--- src/rtl/rhs_frame_packer.sv ---
// rtl/rhs_frame_packer.sv - packs aligned RHS channel frames into magic-headed DMA packets
//
// Purpose: waits for a frame start (tuser) on the sample stream, emits a 64-bit
// magic header as two words, optionally a frame-count word, then forwards
// packet_length frames of NUM_CH words each and marks the final word with tlast.
// Optional feature: define RHS_FRAME_PACKER_FCNT_EN to insert the frame-count word.
//
// Ports:
//   aclk, areset                  clock; async active-high reset, release synchronised inside
//   enable                        start packets while high
//   packet_length[7:0]            frames per packet, 0 behaves as 1, latched at packet start
//   s_axis_tdata/tuser/tvalid/tready  channel word input, tuser marks channel 0
//   m_axis_tdata/tvalid/tready/tlast  packet output to DMA, registered
//   busy                          high whenever the packer is not idle
//   sync_err_cnt[15:0]            saturating count of misaligned frame starts
//   pkt_cnt[31:0]                 wrapping count of completed packets
`timescale 1ns/1ps

module rhs_frame_packer #(
    parameter int unsigned NUM_CH = 32,
    parameter logic [63:0] MAGIC  = 64'hC691199927021942
) (
    input  logic        aclk,
    input  logic        areset,
    input  logic        enable,
    input  logic [7:0]  packet_length,
    input  logic [31:0] s_axis_tdata,
    input  logic        s_axis_tuser,
    input  logic        s_axis_tvalid,
    output logic        s_axis_tready,
    output logic [31:0] m_axis_tdata,
    output logic        m_axis_tvalid,
    input  logic        m_axis_tready,
    output logic        m_axis_tlast,
    output logic        busy,
    output logic [15:0] sync_err_cnt,
    output logic [31:0] pkt_cnt
);

    localparam int unsigned       CW      = $clog2(NUM_CH);
    localparam logic [CW-1:0]     CH_LAST = CW'(NUM_CH - 1);

`ifdef RHS_FRAME_PACKER_FCNT_EN
    typedef enum logic [2:0] {ST_IDLE, ST_SYNC, ST_HDR0, ST_HDR1, ST_FCNT, ST_DATA} state_t;
`else
    typedef enum logic [2:0] {ST_IDLE, ST_SYNC, ST_HDR0, ST_HDR1, ST_DATA} state_t;
`endif

    // Reset synchroniser: asserts immediately, releases two clock edges later.
    logic [1:0] rst_sync_q;
    logic       rst;

    always_ff @(posedge aclk or posedge areset) begin
        if (areset) begin
            rst_sync_q <= 2'b11;
        end else begin
            rst_sync_q <= {rst_sync_q[0], 1'b0};
        end
    end

    assign rst = rst_sync_q[1];

    state_t        state_q;
    logic [7:0]    len_q;
    logic [CW-1:0] ch_q;
    logic [7:0]    fr_q;
    logic          done_q;
    logic [31:0]   m_tdata_q;
    logic          m_tvalid_q;
    logic          m_tlast_q;
    logic [15:0]   sync_err_q;
    logic [31:0]   pkt_cnt_q;
`ifdef RHS_FRAME_PACKER_FCNT_EN
    logic [31:0]   frame_cnt_q;
`endif

    logic [7:0] len_d;
    logic       s_ready_d;
    logic       s_fire_d;
    logic       last_beat_d;
    logic       misaligned_d;

    assign len_d        = (packet_length == 8'd0) ? 8'd1 : packet_length;
    assign s_fire_d     = s_axis_tvalid && s_ready_d;
    assign last_beat_d  = (ch_q == CH_LAST) && (fr_q == len_q - 8'd1);
    assign misaligned_d = s_axis_tuser != (ch_q == '0);

    // In SYNC the frame-start word is refused so that DATA consumes it as
    // channel 0. In DATA, once the tlast word is loaded, input is held off
    // until that word leaves so the next frame stays on the input.
    always_comb begin
        s_ready_d = 1'b0;
        case (state_q)
            ST_SYNC: s_ready_d = !s_axis_tuser;
            ST_DATA: s_ready_d = !done_q && (!m_tvalid_q || m_axis_tready);
            default: s_ready_d = 1'b0;
        endcase
    end

    always_ff @(posedge aclk or posedge rst) begin
        if (rst) begin
            state_q     <= ST_IDLE;
            len_q       <= 8'd1;
            ch_q        <= '0;
            fr_q        <= 8'd0;
            done_q      <= 1'b0;
            m_tdata_q   <= 32'd0;
            m_tvalid_q  <= 1'b0;
            m_tlast_q   <= 1'b0;
            sync_err_q  <= 16'd0;
            pkt_cnt_q   <= 32'd0;
`ifdef RHS_FRAME_PACKER_FCNT_EN
            frame_cnt_q <= 32'd0;
`endif
        end else begin
            case (state_q)
                ST_IDLE: begin
                    if (enable) begin
                        len_q   <= len_d;
                        state_q <= ST_SYNC;
                    end
                end

                ST_SYNC: begin
                    if (s_axis_tvalid && s_axis_tuser) begin
                        m_tdata_q  <= MAGIC[31:0];
                        m_tvalid_q <= 1'b1;
                        m_tlast_q  <= 1'b0;
                        ch_q       <= '0;
                        fr_q       <= 8'd0;
                        done_q     <= 1'b0;
                        state_q    <= ST_HDR0;
                    end
                end

                ST_HDR0: begin
                    if (m_axis_tready) begin
                        m_tdata_q <= MAGIC[63:32];
                        state_q   <= ST_HDR1;
                    end
                end

                ST_HDR1: begin
                    if (m_axis_tready) begin
`ifdef RHS_FRAME_PACKER_FCNT_EN
                        // No frames move between HDR0 and here, so this is
                        // the count as it stood at packet start.
                        m_tdata_q  <= frame_cnt_q;
                        state_q    <= ST_FCNT;
`else
                        m_tvalid_q <= 1'b0;
                        state_q    <= ST_DATA;
`endif
                    end
                end

`ifdef RHS_FRAME_PACKER_FCNT_EN
                ST_FCNT: begin
                    if (m_axis_tready) begin
                        m_tvalid_q <= 1'b0;
                        state_q    <= ST_DATA;
                    end
                end
`endif

                ST_DATA: begin
                    if (m_tvalid_q && m_axis_tready) begin
                        m_tvalid_q <= 1'b0;
                        if (m_tlast_q) begin
                            m_tlast_q <= 1'b0;
                            pkt_cnt_q <= pkt_cnt_q + 32'd1;
                            if (enable) begin
                                len_q   <= len_d;
                                state_q <= ST_SYNC;
                            end else begin
                                state_q <= ST_IDLE;
                            end
                        end
                    end
                    // A new word overrides the valid clear above.
                    if (s_fire_d) begin
                        m_tdata_q  <= s_axis_tdata;
                        m_tvalid_q <= 1'b1;
                        m_tlast_q  <= last_beat_d;
                        done_q     <= last_beat_d;
                        // Misaligned words are still forwarded; counters keep
                        // running so the packet length is unchanged.
                        if (misaligned_d && (sync_err_q != 16'hFFFF)) begin
                            sync_err_q <= sync_err_q + 16'd1;
                        end
                        if (ch_q == CH_LAST) begin
                            ch_q <= '0;
                            fr_q <= fr_q + 8'd1;
`ifdef RHS_FRAME_PACKER_FCNT_EN
                            frame_cnt_q <= frame_cnt_q + 32'd1;
`endif
                        end else begin
                            ch_q <= ch_q + 1'b1;
                        end
                    end
                end

                default: state_q <= ST_IDLE;
            endcase
        end
    end

    assign m_axis_tdata  = m_tdata_q;
    assign m_axis_tvalid = m_tvalid_q;
    assign m_axis_tlast  = m_tlast_q;
    assign s_axis_tready = s_ready_d;
    assign busy          = (state_q != ST_IDLE);
    assign sync_err_cnt  = sync_err_q;
    assign pkt_cnt       = pkt_cnt_q;

endmodule

--- config.mk ---
export PLATFORM = sky130hd
export DESIGN_NAME = rhs_frame_packer
export DESIGN_NICKNAME = d
export VERILOG_FILES = /design/src/rtl/rhs_frame_packer.sv
export SDC_FILE = /design/constraint.sdc
export NUM_CORES = 1
export LEC_CHECK = 0
export ABC_AREA = 1
export BUFFER_PORTS_ARGS = -buffer_cell sky130_fd_sc_hd__buf_2
export CAP_MARGIN = 15
export CORE_AREA = 5 5 111 113
export CTS_CLUSTER_DIAMETER = 40
export DETAILED_ROUTE_END_ITERATION = 8
export DIE_AREA = 0 0 116 118
export GPL_TIMING_DRIVEN = 0
export PLACE_DENSITY = 0.9
export SKIP_LAST_GASP = 1
export SLEW_MARGIN = 20
export SYNTH_ARGS = -nofsm -noshare
export SYNTH_HDL_FRONTEND = slang
export SYNTH_SLANG_ARGS = --single-unit
--- constraint.sdc ---
create_clock -name aclk -period 3.46 [get_ports aclk]
set_input_delay 0.692 -clock aclk [delete_from_list [all_inputs] [get_ports aclk]]
set_output_delay 0.692 -clock aclk [all_outputs]
set_load 0.1 [all_outputs]
==> impl_metrics.yaml, run 1 <==
layout:
  nNetsFinal: 1002
  drive_above_1_share: 0.208
  antenna_cells: 0
  finish.utilization: 0.642
  synthToLayoutAreaGrowth_pct: 19.2
  final_cell_mix: "nand2_1 (300), buf_2 (139), dfrtp_1 (106), inv_1 (81), nor2_1 (67)"
  layout.cells.most_common: "nand2_1"
timing:
  skew_ns: 0.00845
  setup-violations-final: 0
  fmax_ghz: 0.407
  maxSlewHeadroom: 0.640
  tightest_slew_ns: 0.535
  finalCritPeriodShare: 0.711
  min_period_ns: 2.46
  finalHoldViolCount: 0
  fin_setup_tns_ns: 0
  rsz0062_at_grt: "no"
  maxSlewViolCount: 0
clock_network:
  clockBufferDepth: 2
  root_buffer: "clkbuf_16"
  htree_levels: 3
  holdBufCountCts: 0
  cts_sinks: 109
  clk_pin_slew_ns: 0.08
  cts_setup_buffers: 0
  cts_resized: 0
  cts_tree: "built"
  clk_latency_ns: 0.36
  cts-buffers-inserted: 9
synthesis:
  avgSynthCellArea_um2: 7.48
  yosysUniqueCellTypes: 37
  syn_nets: 861
  synth_seq_cells: 109
  synth_warnings: 0
  yosys-top-cells-area: "dfrtp_1 (44%), nand2_1 (19%), inv_1 (5.1%)"
  yosysTopAreaCell: "dfrtp_1"
  netlist_instances: 808
  syn_area_mm2: 0.00604
  synth_top_area_share: 0.439
  ys_seq_area_frac: 0.452
drt:
  drc: 0
  drt_iter0_markers: 428
  vias: 5609
  firstDrtPassIters: 6
  wl_per_cell_um: 13.4
  totalWireLength_um: 14700
  viasPerCell: 5.11
  ant_nets: 0
floorplan:
  fp.coreArea_mm2: 0.0112
  die_h_um: 118
  rows: 39
  dieArea_mm2: 0.0137
  io_pins: 130
  initial_core_util: 0.538
  die_w_um: 116
setup_path:
  timing.critical_path.fanout_max: 6
  reg2reg_from: "ch_q[0]"
  path_class: "flop to output pin"
  endpoint_kind: "output pin"
  max_stage_delay_ns: 0.46
  worstPathArrival_ns: 1.77
  required_ns: 2.77
  critPathSlowestCell: "dfrtp_1"
  crit_start: "state_q[1]"
  start_kind: "flop"
  path_cells: "nor2_4, nand2_4, inv_2, nand2_1, nand2_2, buf_2"
global_routing:
  grt_util_met1: 0.305
  grt_pass1_wl_um: 24800
  grt_max_degree: 67
  grtUsageTotal: 0.221
  antenna_found_initial: 0
  met2_usage: 0.358
  gr-max-usage-layer: "met2"
  overflow: 0
  grt_use_met3: 0.0303
  grt_pass1_vias: 5248
place:
  place_congestion: 0.919
  port_buffers: 129
  dpl.hpwl_um: 11000
worst_hold_path:
  hp-class: "flop to asynchronous set/reset pin"
run_status:
  status: "finished clean"
pwr:
  cellLeakagePower_nw: 3.94
  cellPowerDensity_mw_per_mm2: 804
  irDropWorstVdd_uv: 928
job:
  drv_cap: 0
-- worst paths after layout --
kind | to | slack, ns | cells past startpoint
min reg2reg | m_axis_tdata[21] | 0.25 | 1
max in group asynchronous | len_q[0] | 2.51 | 2
min | m_axis_tdata[21] | 0.25 | 1
min in group aclk | rst_sync_q[1] | 0.36 | 0
max | s_axis_tready | 1.00 | 6
max reg2reg | fr_q[5] | 1.52 | 10
-- layout make-up --
| class | count | area, um2 |
|---|---|---|
| Clock buffer | 9 | 225 |
| Clock inverter | 7 | 80.1 |
| Fill cell | 980 | 4020 |
| Multi-Input combinational cell | 593 | 2850 |
| Sequential cell | 109 | 2730 |
| Timing Repair Buffer | 130 | 673 |
| Tap cell | 143 | 179 |
| Inverter | 85 | 327 |
| Buffer | 21 | 138 |
-- state kept, by name, indices dropped and copies added, names as in the netlist --
name           count
pkt_cnt           32
state_q            3
sync_err_cnt      16
ch_q               5
m_axis_tvalid      1
m_axis_tlast       1
len_q              8
rst_sync_q         2
m_axis_tdata      32
done_q             1
fr_q               8
-- critical path, delay by kind of cell (launching register included) --
kind	cells	cell delay [ns]
DFF	1	0.46
and+or+nand+nor	4	0.39
buffers and inverters	2	0.55
-- metrics by stage --
stage	worst slack (ns)	power [W]	cells	instance area, um2	hold WS, ns
floorplan	0.309	0.00418	808	6040	0.345
global placement	-0.807	0.00465	1080	6870	0.347
detailed placement	1.17	0.00473	1081	6900	0.269
CTS	0.996	0.00580	1097	7200	0.277
global route	0.892	0.00613	1097	7200	0.307
finish	1.00	0.00579	1097	7200	0.254
-- report_power, final --
part	switching [W]	total (W)	internal [W]
Combinational	0.00226	0.00293	0.000669
Clock	0.000505	0.00108	0.000572
Sequential	0.000234	0.00178	0.00155
Total	0.00300	0.00579	0.00279
-- synthesized netlist by cell type --
library cell and instances:
inv_2 2, buf_2 10, clkbuf_1 2, a21oi_1 11, and3_1 1, inv_1 82, nor3_2 3, xor2_1 35
clkbuf_2 1, nand3_1 57, nand3b_1 3, inv_4 1, nor2_2 4, o211ai_2 1, ha_1 7, nand4_1 8
nand2_2 5, dfrtp_1 106, buf_4 4, dfstp_2 3, a21boi_4 1, conb_1 1, nor3b_1 3, or2_2 6
nand3_2 3, buf_6 4, nand2_1 300, nor3_1 20, nor2_4 1, o21bai_1 1, nor2_1 67, nand2_4 2
and2_1 2, a31oi_1 1, o21ai_0 24, xnor2_1 10, o21ai_1 16
-- cell families after synthesis --
family / after synthesis / synth area share
AOI/OAI and AO/OA: 55 / 0.0497
xor gates and xnor gates: 45 / 0.0652
adders and majority gates: 7 / 0.0145
buffers and inverters: 106 / 0.0760
DFF: 109 / 0.452
other: 1 / 0.000621
and+or+nand+nor: 485 / 0.342
-- layer usage --
metal  part of all wire  vias to the layer above
li1                   -                     2804
met1               0.43                     2601
met2               0.48                      182
met3              0.063                       22
met4              0.017                        0
met5                  0                        -
Note: power is estimated with default switching activity, not from simulation.
==> run 2: changes to the inputs <==
Settings changed: CORE_AREA 5 5 111 113 to 5 5 116 118, DIE_AREA 0 0 116 118 to 0 0 121 123, PLACE_DENSITY 0.9 to 0.86.
Clock period 3.46 ns to 2 ns, I/O delays scaled along.
==> impl_metrics.yaml, run 2 (synthesis gave the netlist of run 1 again) <==
timing:
  fin_setup_tns_ns: 0
  maxSlewViolCount: 0
  finalCritPeriodShare: 0.967
  setup_ws_ns: 0.0652
  maxSlewHeadroom: 0.606
  rsz0062_at_grt: "no"
  finalHoldViolCount: 0
  setup-violations-final: 0
  skew_ns: 0.00562
  tightest_slew_ns: 0.590
  fmax_ghz: 0.517
  min_period_ns: 1.93
global_routing:
  grt_max_degree: 33
  grt_pass1_wl_um: 25200
  grtUsageTotal: 0.213
  grt_util_met1: 0.264
  grt_pass1_vias: 5451
  grt_use_met3: 0.0604
  gr-max-usage-layer: "met2"
  overflow: 0
  antenna_found_initial: 0
  met2_usage: 0.365
pwr:
  finalPower_w: 0.0101
  irDropWorstVdd_uv: 962
  cellPowerDensity_mw_per_mm2: 1370
  cellLeakagePower_nw: 3.94
clock_network:
  cts-buffers-inserted: 9
  clk_latency_ns: 0.36
  htree_levels: 3
  clockBufferDepth: 2
  root_buffer: "clkbuf_16"
  clk_pin_slew_ns: 0.07
  cts_tree: "built"
  cts_sinks: 109
job:
  drv_cap: 0
layout:
  synthToLayoutAreaGrowth_pct: 22.2
  layout.cells.most_common: "nand2_1"
  antenna_cells: 0
  nNetsFinal: 1006
  finalInstanceArea_mm2: 0.00738
  drive_above_1_share: 0.244
  final_cell_mix: "nand2_1 (299), buf_2 (138), dfrtp_1 (83), inv_1 (81), nor2_1 (64)"
drt:
  viasPerCell: 4.99
  vias: 5644
  totalWireLength_um: 15300
  drt_iter0_markers: 445
  firstDrtPassIters: 5
  ant_nets: 0
  drc: 0
  wl_per_cell_um: 13.6
setup_path:
  r2r_slack_ns: 0.19
  endpoint_kind: "output pin"
  reg2reg_from: "state_q[1]"
  timing.critical_path.fanout_max: 6
  r2r-end: "pkt_cnt[22]"
  start_kind: "flop"
  path_class: "flop to output pin"
  required_ns: 1.60
  r2r_cells: 10
  worstPathArrival_ns: 1.53
  setup.worst_path.end: "s_axis_tready"
  crit_start: "state_q[1]"
floorplan:
  die_h_um: 123
  io_pins: 130
  initial_core_util: 0.489
  rows: 41
  dieArea_mm2: 0.0149
  fp.coreArea_mm2: 0.0124
  die_w_um: 121
place:
  post_dp_cell_area_mm2: 0.00703
  dpl.hpwl_um: 11700
  dp_slack_ns: 0.0444
  port_buffers: 129
  place_congestion: 0.925
worst_hold_path:
  hp-class: "primary input to asynchronous set/reset pin"
run_status:
  status: "finished clean"
[run 2: layout make-up]
cell class,count,area [um2]
fill,1117,4980
multi-input combinational,593,2910
clock buffer,13,280
clock inverter,3,17.5
sequential,109,2760
tap,172,215
buffer,21,138
inverter,85,325
timing repair buffer,134,736
[run 2: worst max-delay path, cell delays in order (launching register included)]
cell,delay (ns)
dfrtp_2,0.46
nor2_4,0.15
nand2_4,0.10
inv_2,0.10
nand2_1,0.09
nand2_4,0.09
buf_12,0.17
[run 2: worst min-delay path by stage]
| stage | to | slack [ns] | depth (start not counted) |
|---|---|---|---|
| after floorplan | rst_sync_q[0] | 0.31 | 1 |
| after global placement | rst_sync_q[1] | 0.35 | 0 |
| after detailed placement | done_q | 0.34 | 1 |
| after CTS | rst_sync_q[1] | 0.04 | 2 |
| after global routing | rst_sync_q[1] | 0.05 | 2 |
| final | rst_sync_q[0] | 0.05 | 2 |
[run 2: repair_timing]
action / in CTS / in global routing
gates cloned: 0 / 0
endpoints found under the hold margin: 0 / 0
hold buffers: 0 / 0
setup buffers: 0 / 2
gates resized for setup: 2 / 9
setup endpoints to repair: 1 / 15
[run 2: stage by stage]
stage               hold slack (ns)  utilization  std cells
floorplan                     0.312            -        808
global placement              0.346        0.564       1109
detailed placement            0.335        0.568       1112
CTS                          0.0383        0.593       1128
global route                 0.0515        0.597       1130
finish                       0.0474        0.597       1130
[run 2: metal layers]
layer  wire (um)  part of all wire
met2        7410              0.48
met5           0                 0
met4         292             0.019
met1        6560              0.43
met3        1060             0.069
[run 2: where the power goes]
| group | internal, W | switching (W) |
|---|---|---|
| clock | 0.000977 | 0.000802 |
| combinational | 0.00120 | 0.00398 |
| sequential | 0.00270 | 0.000421 |
==> run 3: changes to the inputs <==
Settings changed: PLACE_DENSITY 0.86 to 0.84.
Clock period 2 ns to 2.03 ns, I/O delays scaled along.
==> impl_metrics.yaml, run 3 (synthesis gave the netlist of run 1 again) <==
run_status:
  status: "finished clean"
setup_path:
  required_ns: 1.62
  start_kind: "flop"
  endpoint_kind: "output pin"
  worstPathArrival_ns: 1.54
  timing.critical_path.fanout_max: 6
  r2r_slack_ns: 0.18
  path_class: "flop to output pin"
timing:
  tightest_slew_ns: 0.627
  finalHoldViolCount: 0
  setup-violations-final: 0
  min_period_ns: 1.95
  skew_ns: 0.00944
  finalCritPeriodShare: 0.959
  rsz0062_at_grt: "no"
  maxSlewHeadroom: 0.581
  fmax_ghz: 0.514
  maxSlewViolCount: 0
place:
  dpl.hpwl_um: 11500
  port_buffers: 129
  place_congestion: 0.917
  dp_cells: 1112
job:
  drv_cap: 0
global_routing:
  grt_pass1_wl_um: 23900
  grtUsageTotal: 0.200
  grt_pass1_vias: 4980
  grt_max_degree: 32
  overflow: 0
  antenna_found_initial: 0
pwr:
  irDropWorstVdd_uv: 547
  cellLeakagePower_nw: 3.93
  cellPowerDensity_mw_per_mm2: 1330
layout:
  finish.utilization: 0.594
  antenna_cells: 0
  final_cell_mix: "nand2_1 (299), buf_2 (138), dfrtp_1 (86), inv_1 (81), nor2_1 (66)"
  layout.cells.most_common: "nand2_1"
  synthToLayoutAreaGrowth_pct: 21.6
  drive_above_1_share: 0.238
  layoutNonFillerInstCount: 1129
  nNetsFinal: 1005
clock_network:
  clk_pin_slew_ns: 0.08
  clk_latency_ns: 0.35
  clockBufferDepth: 2
  htree_levels: 3
  cts-buffers-inserted: 9
  root_buffer: "clkbuf_16"
  cts_tree: "built"
  cts_sinks: 109
  holdBufCountCts: 0
worst_hold_path:
  hp-class: "primary input to asynchronous set/reset pin"
drt:
  wl_per_cell_um: 13.1
  viasPerCell: 4.95
  drc: 0
  totalWireLength_um: 14800
  firstDrtPassIters: 5
  vias: 5587
  drt_iter0_markers: 511
  ant_nets: 0
floorplan:
  die_h_um: 123
  io_pins: 130
  dieArea_mm2: 0.0149
  initial_core_util: 0.489
  rows: 41
  fp.coreArea_mm2: 0.0124
  die_w_um: 121
==> run 3: final cells by class <==
cell class                      count  area, um2
Multi-Input combinational cell    593       2900
Fill cell                        1123       5020
Clock buffer                        9        225
Buffer                             21        138
Tap cell                          172        215
Clock inverter                      7       55.1
Inverter                           85        325
Sequential cell                   109       2760
Timing Repair Buffer              133        736
==> run 3: power by group <==
part	total (W)	switching (W)	internal, W
clock	0.00170	0.000846	0.000851
sequential	0.00306	0.000405	0.00265
combinational	0.00505	0.00386	0.00118
total	0.00980	0.00511	0.00469
==> run 3: path summary, 6_finish.rpt <==
kind	start	endpoint	cells past startpoint
worst min-delay path	areset	rst_sync_q[0]	2
max in group asynchronous	rst_sync_q[1]	pkt_cnt[9]	3
worst min register to register	rst_sync_q[1]	ch_q[3]	1
worst max register to register	sync_err_cnt[0]	sync_err_cnt[3]	10
min in group aclk	s_axis_tdata[10]	m_axis_tdata[10]	3
worst max-delay path	state_q[1]	s_axis_tready	6
==> run 3: what timing repair did <==
| item | in CTS | in global routing |
|---|---|---|
| buffers inserted | 0 | 1 |
| gates resized for setup | 2 | 7 |
| endpoints found under the setup margin | 1 | 14 |
| pin swaps | 0 | 1 |
| hold endpoints to repair | 0 | 0 |
==> run 3: critical path: stages, from the launching register on <==
cell and delay [ns]:
dfrtp_2 0.46, nor2_4 0.15, nand2_4 0.10, inv_2 0.11
nand2_1 0.10, nand2_4 0.09, buf_12 0.17
==> run 3: stage by stage <==
stage                     instance area (um2)  power (W)  TNS [ns]  setup slack, ns  hold slack, ns
after floorplan                          6100    0.00716         0         0.000147           0.318
after global placement                   6960    0.00797    -26.68           -0.389           0.347
after detailed placement                 7030    0.00810         0           0.0445           0.354
after CTS                                7320    0.00982         0           0.0139          0.0563
after global routing                     7350     0.0104         0          0.00478          0.0649
final                                    7350    0.00980         0           0.0829          0.0653
==> run 3: layer usage <==
metal / global-route usage / up-vias / part of all wire
li1: - / 2808 / -
met1: 0.273 / 2592 / 0.44
met2: 0.327 / 171 / 0.48
met3: 0.0366 / 16 / 0.059
met4: 0.0637 / 0 / 0.016
met5: 0 / - / 0
